$ cat config.mk
export PLATFORM = sky130hd
export DESIGN_NAME = guess_round_ctrl
export DESIGN_NICKNAME = d
export VERILOG_FILES = /design/src/rtl/guess_pkg.sv /design/src/rtl/guess_lfsr16.sv /design/src/rtl/guess_round_ctrl.sv
export SDC_FILE = /design/constraint.sdc
export NUM_CORES = 1
export LEC_CHECK = 0
export ABC_AREA = 1
export BUFFER_PORTS_ARGS = -buffer_cell sky130_fd_sc_hd__buf_2
export CAP_MARGIN = 20
export CORE_ASPECT_RATIO = 0.8
export CORE_MARGIN = 10
export CORE_UTILIZATION = 33
export DETAILED_ROUTE_END_ITERATION = 8
export GPL_ROUTABILITY_DRIVEN = 0
export PLACE_DENSITY = 0.52
export SETUP_SLACK_MARGIN = 0.15
export SYNTH_ARGS = -nofsm -noshare
export SYNTH_HDL_FRONTEND = slang
export SYNTH_SLANG_ARGS = --single-unit
$ cat constraint.sdc
create_clock -name clk -period 2.3 [get_ports clk]
set_clock_uncertainty 0.2 [all_clocks]
set_input_delay 0.115 -clock clk [delete_from_list [all_inputs] [get_ports clk]]
set_output_delay 0.115 -clock clk [all_outputs]
set_load 0.01 [all_outputs]
$ cat src/rtl/guess_pkg.sv
// Shared types, constants and helpers for the guessing-round controller.
package guess_pkg;

    typedef enum logic [1:0] {
        GEN,
        WAIT,
        CHECK,
        HOLD
    } round_state_t;

    localparam logic [1:0] HINT_NONE = 2'b00;
    localparam logic [1:0] HINT_LOW  = 2'b01;
    localparam logic [1:0] HINT_HIGH = 2'b10;
    localparam logic [1:0] HINT_HIT  = 2'b11;

    localparam int unsigned TIME_PER_DIGIT = 30;

    // Exclusive upper bound of the secret number; 0 digits behaves as 1
    function automatic logic [9:0] digit_limit(input logic [1:0] max_digit);
        logic [9:0] lim;
        case (max_digit)
            2'd2:    lim = 10'd100;
            2'd3:    lim = 10'd1000;
            default: lim = 10'd10;
        endcase
        return lim;
    endfunction

endpackage

$ cat src/rtl/guess_lfsr16.sv
// Free-running 16-bit Fibonacci LFSR (taps 16,14,13,11) used as the target source.
module guess_lfsr16 #(
    parameter logic [15:0] SEED = 16'hACE1
) (
    input  logic        clk,
    input  logic        restart,
    output logic [15:0] state
);

    // Shift left every cycle, feeding back the XOR of the tap bits
    always_ff @(posedge clk or negedge restart) begin
        if (!restart) begin
            state <= SEED;
        end else begin
            state <= {state[14:0], state[15] ^ state[13] ^ state[12] ^ state[10]};
        end
    end

endmodule

$ cat src/rtl/guess_round_ctrl.sv
// Guessing-round sequencer: target generation, per-round countdown, guess evaluation.
// Optional feature macro: GUESS_HINT_EN (drives too-low / too-high / correct hints;
// without it hint stays 00 and CHECK only tests equality).
module guess_round_ctrl
    import guess_pkg::*;
#(
    parameter int unsigned TICK_DIV  = 50_000_000,
    parameter logic [15:0] LFSR_SEED = 16'hACE1
) (
    input  logic       clk,
    input  logic       restart,
    input  logic       confirmButton,
    input  logic [9:0] guess_value,
    input  logic [1:0] max_digit,
    input  logic       game_active,
    output logic [3:0] round,
    output logic [2:0] incorrect_guesses,
    output logic [6:0] timer,
    output logic [9:0] target,
    output logic [1:0] hint
);

    localparam int unsigned PW = (TICK_DIV > 2) ? $clog2(TICK_DIV) : 1;
    localparam logic [PW-1:0] PRESC_MAX = PW'(TICK_DIV - 1);

    round_state_t  state;
    logic [PW-1:0] presc;
    logic [9:0]    guess_q;
    logic [15:0]   lfsr;
    logic          unused_lfsr_hi;

    logic          sync1, sync2, sync2_d, confirm_pulse;

    logic [1:0]    eff_digits;
    logic [9:0]    limit;
    logic [9:0]    candidate;

    guess_lfsr16 #(.SEED(LFSR_SEED)) u_lfsr (
        .clk     (clk),
        .restart (restart),
        .state   (lfsr)
    );

    assign unused_lfsr_hi = ^lfsr[15:10];
    assign eff_digits     = (max_digit == 2'd0) ? 2'd1 : max_digit;
    assign limit          = digit_limit(max_digit);

    // Candidate width tracks the digit count so rejection sampling rarely loops
    always_comb begin
        candidate = '0;
        case (eff_digits)
            2'd1:    candidate = {6'd0, lfsr[3:0]};
            2'd2:    candidate = {3'd0, lfsr[6:0]};
            default: candidate = lfsr[9:0];
        endcase
    end

    // Two-flop synchroniser plus rising-edge detect -> registered 1-cycle confirm pulse
    always_ff @(posedge clk or negedge restart) begin
        if (!restart) begin
            sync1         <= 1'b0;
            sync2         <= 1'b0;
            sync2_d       <= 1'b0;
            confirm_pulse <= 1'b0;
        end else begin
            sync1         <= confirmButton;
            sync2         <= sync1;
            sync2_d       <= sync2;
            confirm_pulse <= sync2 & ~sync2_d;
        end
    end

`ifndef GUESS_HINT_EN
    assign hint = HINT_NONE;
`endif

    // Round FSM with timer/prescaler and scoring registers; everything freezes when inactive
    always_ff @(posedge clk or negedge restart) begin
        if (!restart) begin
            state             <= GEN;
            round             <= '0;
            incorrect_guesses <= '0;
            timer             <= 7'(TIME_PER_DIGIT);
            target            <= '0;
            presc             <= '0;
            guess_q           <= '0;
`ifdef GUESS_HINT_EN
            hint              <= HINT_NONE;
`endif
        end else if (game_active) begin
            case (state)
                GEN: begin
                    if (candidate < limit) begin
                        target            <= candidate;
                        timer             <= 7'(TIME_PER_DIGIT * eff_digits);
                        incorrect_guesses <= '0;
                        presc             <= '0;
                        state             <= WAIT;
`ifdef GUESS_HINT_EN
                        hint              <= HINT_NONE;
`endif
                    end
                end
                WAIT, CHECK: begin
                    // Tick and guess evaluation are independent; both may land in one cycle
                    if (presc == PRESC_MAX) begin
                        presc <= '0;
                        if (timer != '0) begin
                            timer <= timer - 7'd1;
                        end
                    end else begin
                        presc <= presc + 1'b1;
                    end
                    if (state == WAIT) begin
                        if (confirm_pulse && (timer != '0)) begin
                            guess_q <= guess_value;
                            state   <= CHECK;
                        end
                    end else if (guess_q == target) begin
                        if (round != 4'd15) begin
                            round <= round + 4'd1;
                        end
`ifdef GUESS_HINT_EN
                        hint  <= HINT_HIT;
`endif
                        state <= HOLD;
                    end else begin
                        if (incorrect_guesses != 3'd7) begin
                            incorrect_guesses <= incorrect_guesses + 3'd1;
                        end
`ifdef GUESS_HINT_EN
                        hint  <= (guess_q < target) ? HINT_LOW : HINT_HIGH;
`endif
                        state <= WAIT;
                    end
                end
                HOLD: begin
                    state <= GEN;
                end
                default: begin
                    state <= GEN;
                end
            endcase
        end
    end

endmodule

Yosys cells after proc, flatten, opt, wreduce, memory -nomap -nowiden

Index checks and enable logic that the tools add are counted.

Flip-flop bits (word level): 82
Input bits: 16

$mul: 1
Reductions and logical operators: 13
Muxes and demuxes: 20
Bitwise logic cells: 6
Eq/ne operators: 18
$add $sub $neg: 4
Order comparisons: 1

Operators with widths:

| operator              | number |
|---|---|
| $mux 26               | 2 |
| $pmux 26 s2           | 1 |
| $pmux 10 s2           | 2 |
| $add 26x1->26 const B | 1 |
| $eq 26x26->1 const B  | 1 |
| $mux 7                | 3 |
| $pmux 7 s2            | 1 |
| $mux 3                | 4 |
| $ne 2x2->1 const B    | 6 |
| $eq 10x10->1          | 1 |
| $eq 2x2->1 const B    | 5 |
| $lt 10x10->1          | 1 |
| $mux 2                | 5 |
| $reduce_and 5->1      | 2 |
| $reduce_and 3->1      | 3 |
| $reduce_bool 7->1     | 1 |
| $sub 7x1->7 const B   | 1 |
| $mul 4x2->6 const A   | 1 |
| $ne 3x3->1 const B    | 2 |
| $pmux 2 s3            | 1 |
| $pmux 3 s2            | 1 |
| $reduce_and 6->1      | 1 |
| $add 4x1->4 const B   | 1 |
| $eq 2x1->1 const B    | 2 |
| other kinds (10)      | 14 |

Logic depth before layout (Yosys ltp)

Depth in word-level cells: 7
Mapped depth: 16
Mapped depth without buffers: 16

Cells and area by module

Synthesis repeated with hierarchy kept, for this count alone.

Cells, all modules: 610
Area, all modules: 4,563.1 µm²

Modules (own cells, without submodules):

| module           | cells each | area an instance (µm²) | instances |
|---|---|---|---|
| guess_round_ctrl | 577        | 4,081.4                | 1 |
| guess_lfsr16     | 33         | 481.7                  | 1 |

Worst setup path before layout

No wires, ideal clock.

Kind: register to register
Start point: register state[0]
End point: register round[0]
Arrival time: 1.677 ns
Stages on the path, launching flop included: 12
Period minus slack after synthesis: 1.995 ns
Setup slack: 0.305 ns
Cell sequence: dfrtp_1 -> inv_1 -> ha_1 -> buf_2 -> inv_1 -> or2_1 -> inv_1 -> nand2_1 -> a31oi_2 -> nand2_1 -> xor2_1 -> inv_1

Word-level cells in the longest chain between the ends: 3
Elaborated cells between the ends (all ways): 5
Classes of those cells: 2 x eq/ne; 1 x bitwise; 2 x reduce/logical

RTL lines:

| item                                                | RTL line                                        | text |
|---|---|---|
| start, declared                                     | guess_round_ctrl.sv:26                          | `round_state_t state;` |
| start signal, assigned                              | guess_round_ctrl.sv:80                          | `state <= GEN;` |
| start signal, assigned                              | guess_round_ctrl.sv:98                          | `state <= WAIT;` |
| start signal, assigned                              | guess_round_ctrl.sv:117                         | `state <= CHECK;` |
| $eq 2x1->1 / $eq 2x2->1 (equally long branches)     | guess_round_ctrl.sv:91, guess_round_ctrl.sv:114 |  |
| $reduce_or 2->1 / $not 1->1 (equally long branches) | n/a                                             |  |
| $reduce_and 5->1 (no source line) *                 | n/a                                             |  |
| end signal, assigned                                | guess_round_ctrl.sv:121                         | `round <= round + 4'd1;` |
| end, declared                                       | guess_round_ctrl.sv:16                          | `output logic [3:0] round,` |

Every way passes the cells marked *; elsewhere a longest branch is shown, timed or not.
A chain may end at the register's enable or synchronous reset.

Worst setup path in the final report

Start point: register u_lfsr.state[9]
End point: register presc[16]

Word-level cells in the longest chain between the ends: 4

RTL lines:

| item                              | RTL line                | text |
|---|---|---|
| start, declared                   | guess_lfsr16.sv:7       | `output logic [15:0] state` |
| start signal, assigned            | guess_lfsr16.sv:15      | `state <= {state[14:0], state[15] ^ state[13] ^ state[12] ^ state[10]};` |
| $pmux 10 s2                       | guess_round_ctrl.sv:51  | `case (eff_digits)` |
| via candidate[9]                  | guess_round_ctrl.sv:36  | `logic [9:0] candidate;` |
| $lt 10x10->1                      | guess_round_ctrl.sv:93  | `if (candidate < limit) begin` |
| $ne 2x2->1 (no source line)       | n/a                     |  |
| $reduce_and 3->1 (no source line) | n/a                     |  |
| end signal, assigned              | guess_round_ctrl.sv:112 | `presc <= presc + 1'b1;` |
| end, declared                     | guess_round_ctrl.sv:27  | `logic [PW-1:0] presc;` |

The timed path passes the listed nets, and every way through them passes these cells.

==> results.sh <==
export IMPL_status="completed"
export IMPL_fp_dieW_um=151.9
export IMPL_worstPathArrival_ns=2.08
export IMPL_antenna_found_initial=0
export IMPL_hold_class="in -> reg"
export IMPL_wl_per_cell_um=14.15
export IMPL_die_area_sq_um=19070
export IMPL_grt_pass1_wl_mm=20.25
export IMPL_num_vias=4106
export IMPL_track_usage_pct=12.72
export IMPL_worstPathMaxFanout=8
export IMPL_areaGrowthSynthToFinish_pct=29.38
export IMPL_yosys_top_cells_area="dfrtp_1 38%, nand2_1 16%, nor2_1 7.5%"
export IMPL_final_min_clock_period_ns=2.065
export IMPL_drtIter0Drc=330
export IMPL_fin_cells=881
export IMPL_root_buffer="clkbuf_16"
export IMPL_reg2reg_depth=12
export IMPL_clk_insertion_delay_late_ns=0.34
export IMPL_synth_top_area_share_pct=38.13
export IMPL_whs_ns=0.03828
export IMPL_syn_inst=620
export IMPL_r2r_setup_slack_ns=0.24
export IMPL_synth_distinct_cells=35
export IMPL_crit_chain="inv_2 > nor2_2 > ha_4 > nand2_1 > and3_1 > nand2_2 > nand2_4 > nand2_8 > clkinv_8 > clkbuf_16 > nand3_1 > o21ai_0"
export IMPL_seq_area_frac_synth_pct=44.99
export IMPL_rows=38
export IMPL_cts_clk_slew_worst_paths_ns=0.07
export IMPL_dp_hpwl_mm=8.668
export IMPL_timing_rr_start="u_lfsr.state[9]"
export IMPL_coreArea_sq_um=13600
export IMPL_reg2reg_to="presc[16]"
export IMPL_crit_path_end_kind="flip-flop"
export IMPL_setup_viol=0
export IMPL_diodes=0
export IMPL_cts_tree="built"
export IMPL_critical_path_required_ns=2.32
export IMPL_ir_drop_mv=0.5172
export IMPL_hold_path_end="guess_q[1]"
export IMPL_grt_max_degree=44
export IMPL_portBuffers=39
export IMPL_p_per_area_nw_per_um2=1051
export IMPL_crit_path_top_delay_cell="dfrtp_1"
export IMPL_dpl_cell_count=839
export IMPL_critPathMaxStageDelay_ns=0.40
export IMPL_synth_area_sq_um=4594
export IMPL_drc=0
export IMPL_leakage_nw=2.916
export IMPL_htree_levels=3
export IMPL_grt_overflow=0
export IMPL_initial_core_util_pct=33.79
export IMPL_ant_nets=0
export IMPL_first_global_vias=3943
export IMPL_fp_dieH_um=125.5
export IMPL_clockBufferDepth=2
export IMPL_fmax_mhz=484.3
export IMPL_drt_first_pass_iters=4
export IMPL_synth_seq_cells=82
export IMPL_crit_type="reg -> reg"
export IMPL_via_per_inst=4.661
export IMPL_finalCritPeriodShare_pct=89.78
export IMPL_totalWireLength_mm=12.47
export IMPL_drv_slew=0
export IMPL_cts_sinks=82
export IMPL_final_util_pct=43.72
export IMPL_finalInstanceArea_sq_um=5944
export IMPL_hold_viol=0
export IMPL_worstSetupStartpointType="flip-flop"
export IMPL_io_pin_count=42
export IMPL_hold_depth=5
export IMPL_dpl_cell_area_sq_um=5082
export IMPL_tightestPinTransition_ns=0.5476
export IMPL_holdCritStartpoint="game_active"
export IMPL_slew_headroom_pct=63.50
export IMPL_rsz0062_at_grt="yes"
export IMPL_drv_cap=0
export IMPL_cts_buffers=9
export IMPL_tns_ns=0
export IMPL_drive_above_1_share_pct=18.97
export IMPL_fillers=1363
export IMPL_nets=726
export IMPL_syn_area_per_cell_sq_um=7.410
export IMPL_synth_top_area_cell="dfrtp_1"
export IMPL_ys_warnings_count=0
==> metal layers <==
| metal | track usage (%) | share of wire (%) | wire length [um] |
|---|---|---|---|
| met3 | 3.323 | 5.2 | 654 |
| met5 | 0 | 0 | 0 |
| met1 | 18.87 | 51 | 6398 |
| met2 | 17.64 | 42 | 5296 |
| met4 | 3.279 | 0.97 | 121 |
==> metrics by stage <==
stage	power, W	setup slack, ns
floorplan	0.003189	0.3050
global placement	0.003805	0.1402
detailed placement	0.003845	0.1116
CTS	0.005783	0.1245
global route	0.006705	0.1400
finish	0.006250	0.2350
==> final cells by class <==
class,count,area [sq um],share of cell area (%)
inverter,73,286.5,4.820
clock buffer,10,229.0,3.852
multi-input combinational,450,2305,38.77
tap,180,225.2,3.789
clock inverter,6,137.6,2.315
timing repair buffer,80,694.4,11.68
sequential,82,2067,34.77
==> placed cells by master, fill, tap and decap left out, types with 14 or more instances in the layout <==
cell / instances
nand2_1: 192
xor2_1: 15
o21ai_0: 22
buf_2: 38
nand3_1: 51
dfrtp_1: 70
clkbuf_16: 14
inv_1: 67
nor2_1: 87
buf_4: 18
==> flip-flops by register name, indices dropped and copies added (netlist names), 2 cells and up <==
register	cells
guess_q	10
round	4
presc	26
incorrect_guesses	3
u_lfsr.state	16
target	10
state	2
timer	7
==> where the power goes <==
part	internal, W	total [W]	switching [W]
registers	0.00170	0.00190	0.000198
logic	0.00108	0.00258	0.00150
clock network	0.00118	0.00177	0.000597
total	0.00395	0.00625	0.00230
==> cell families after synthesis <==
logic type,synth area share [%]
AOI/OAI and AO/OA,5.664
xor gates and xnor gates,3.622
adders and majority gates,3.813
buffers and inverters,7.897
DFF,44.99
other,0.08162
and+or+nand+nor,33.93
==> critical path, delay by kind of cell, from the launching register on <==
kind / cells / cell delay [ns]
fa+ha+maj: 1 / 0.30
simple gates: 7 / 0.62
buf+inv: 3 / 0.33
compound gates: 1 / 0.09
flops: 1 / 0.40
==> worst max path at each step <==
stage | endpoint | cells after the start | start | slack [ns]
after global routing | presc[3] | 13 | u_lfsr.state[7] | 0.14
after detailed placement | incorrect_guesses[0] | 13 | u_lfsr.state[7] | 0.11
after floorplan | round[0] | 11 | state[0] | 0.31
final | presc[16] | 12 | u_lfsr.state[9] | 0.24
after global placement | incorrect_guesses[1] | 13 | u_lfsr.state[7] | 0.14
after CTS | presc[9] | 12 | u_lfsr.state[7] | 0.12
==> Yosys cell counts <==
library cell	n
inv_2	3
o21bai_1	2
buf_1	2
buf_4	6
o21a_1	2
nand2_1	198
a21oi_1	9
dfrtp_1	70
buf_2	5
nor3_1	3
o21ai_0	29
inv_1	70
nor2_8	1
clkbuf_1	3
o21ai_4	1
nand3b_1	2
ha_1	14
nand2_2	3
xnor2_1	4
and3_1	2
nor2_2	4
nand2_4	1
nand3_4	2
a31oi_1	1
or2_1	1
nor2_1	92
or2_2	1
dfstp_2	12
o21ai_1	1
nor2_4	1
nand4_1	3
a31oi_2	1
xor2_1	15
conb_1	1
nand3_1	55
==> repair_timing <==
| action | in CTS | in global routing |
|---|---|---|
| resized for setup | 2 | 42 |
| hold endpoints to repair | 53 | 0 |
| pin swaps | 0 | 14 |
| setup endpoints to repair | 8 | 52 |
| hold buffers | 13 | 0 |
| cloned | 1 | 5 |
| setup buffers | 0 | 7 |
No activity file was read; power rests on OpenSTA's default activity.
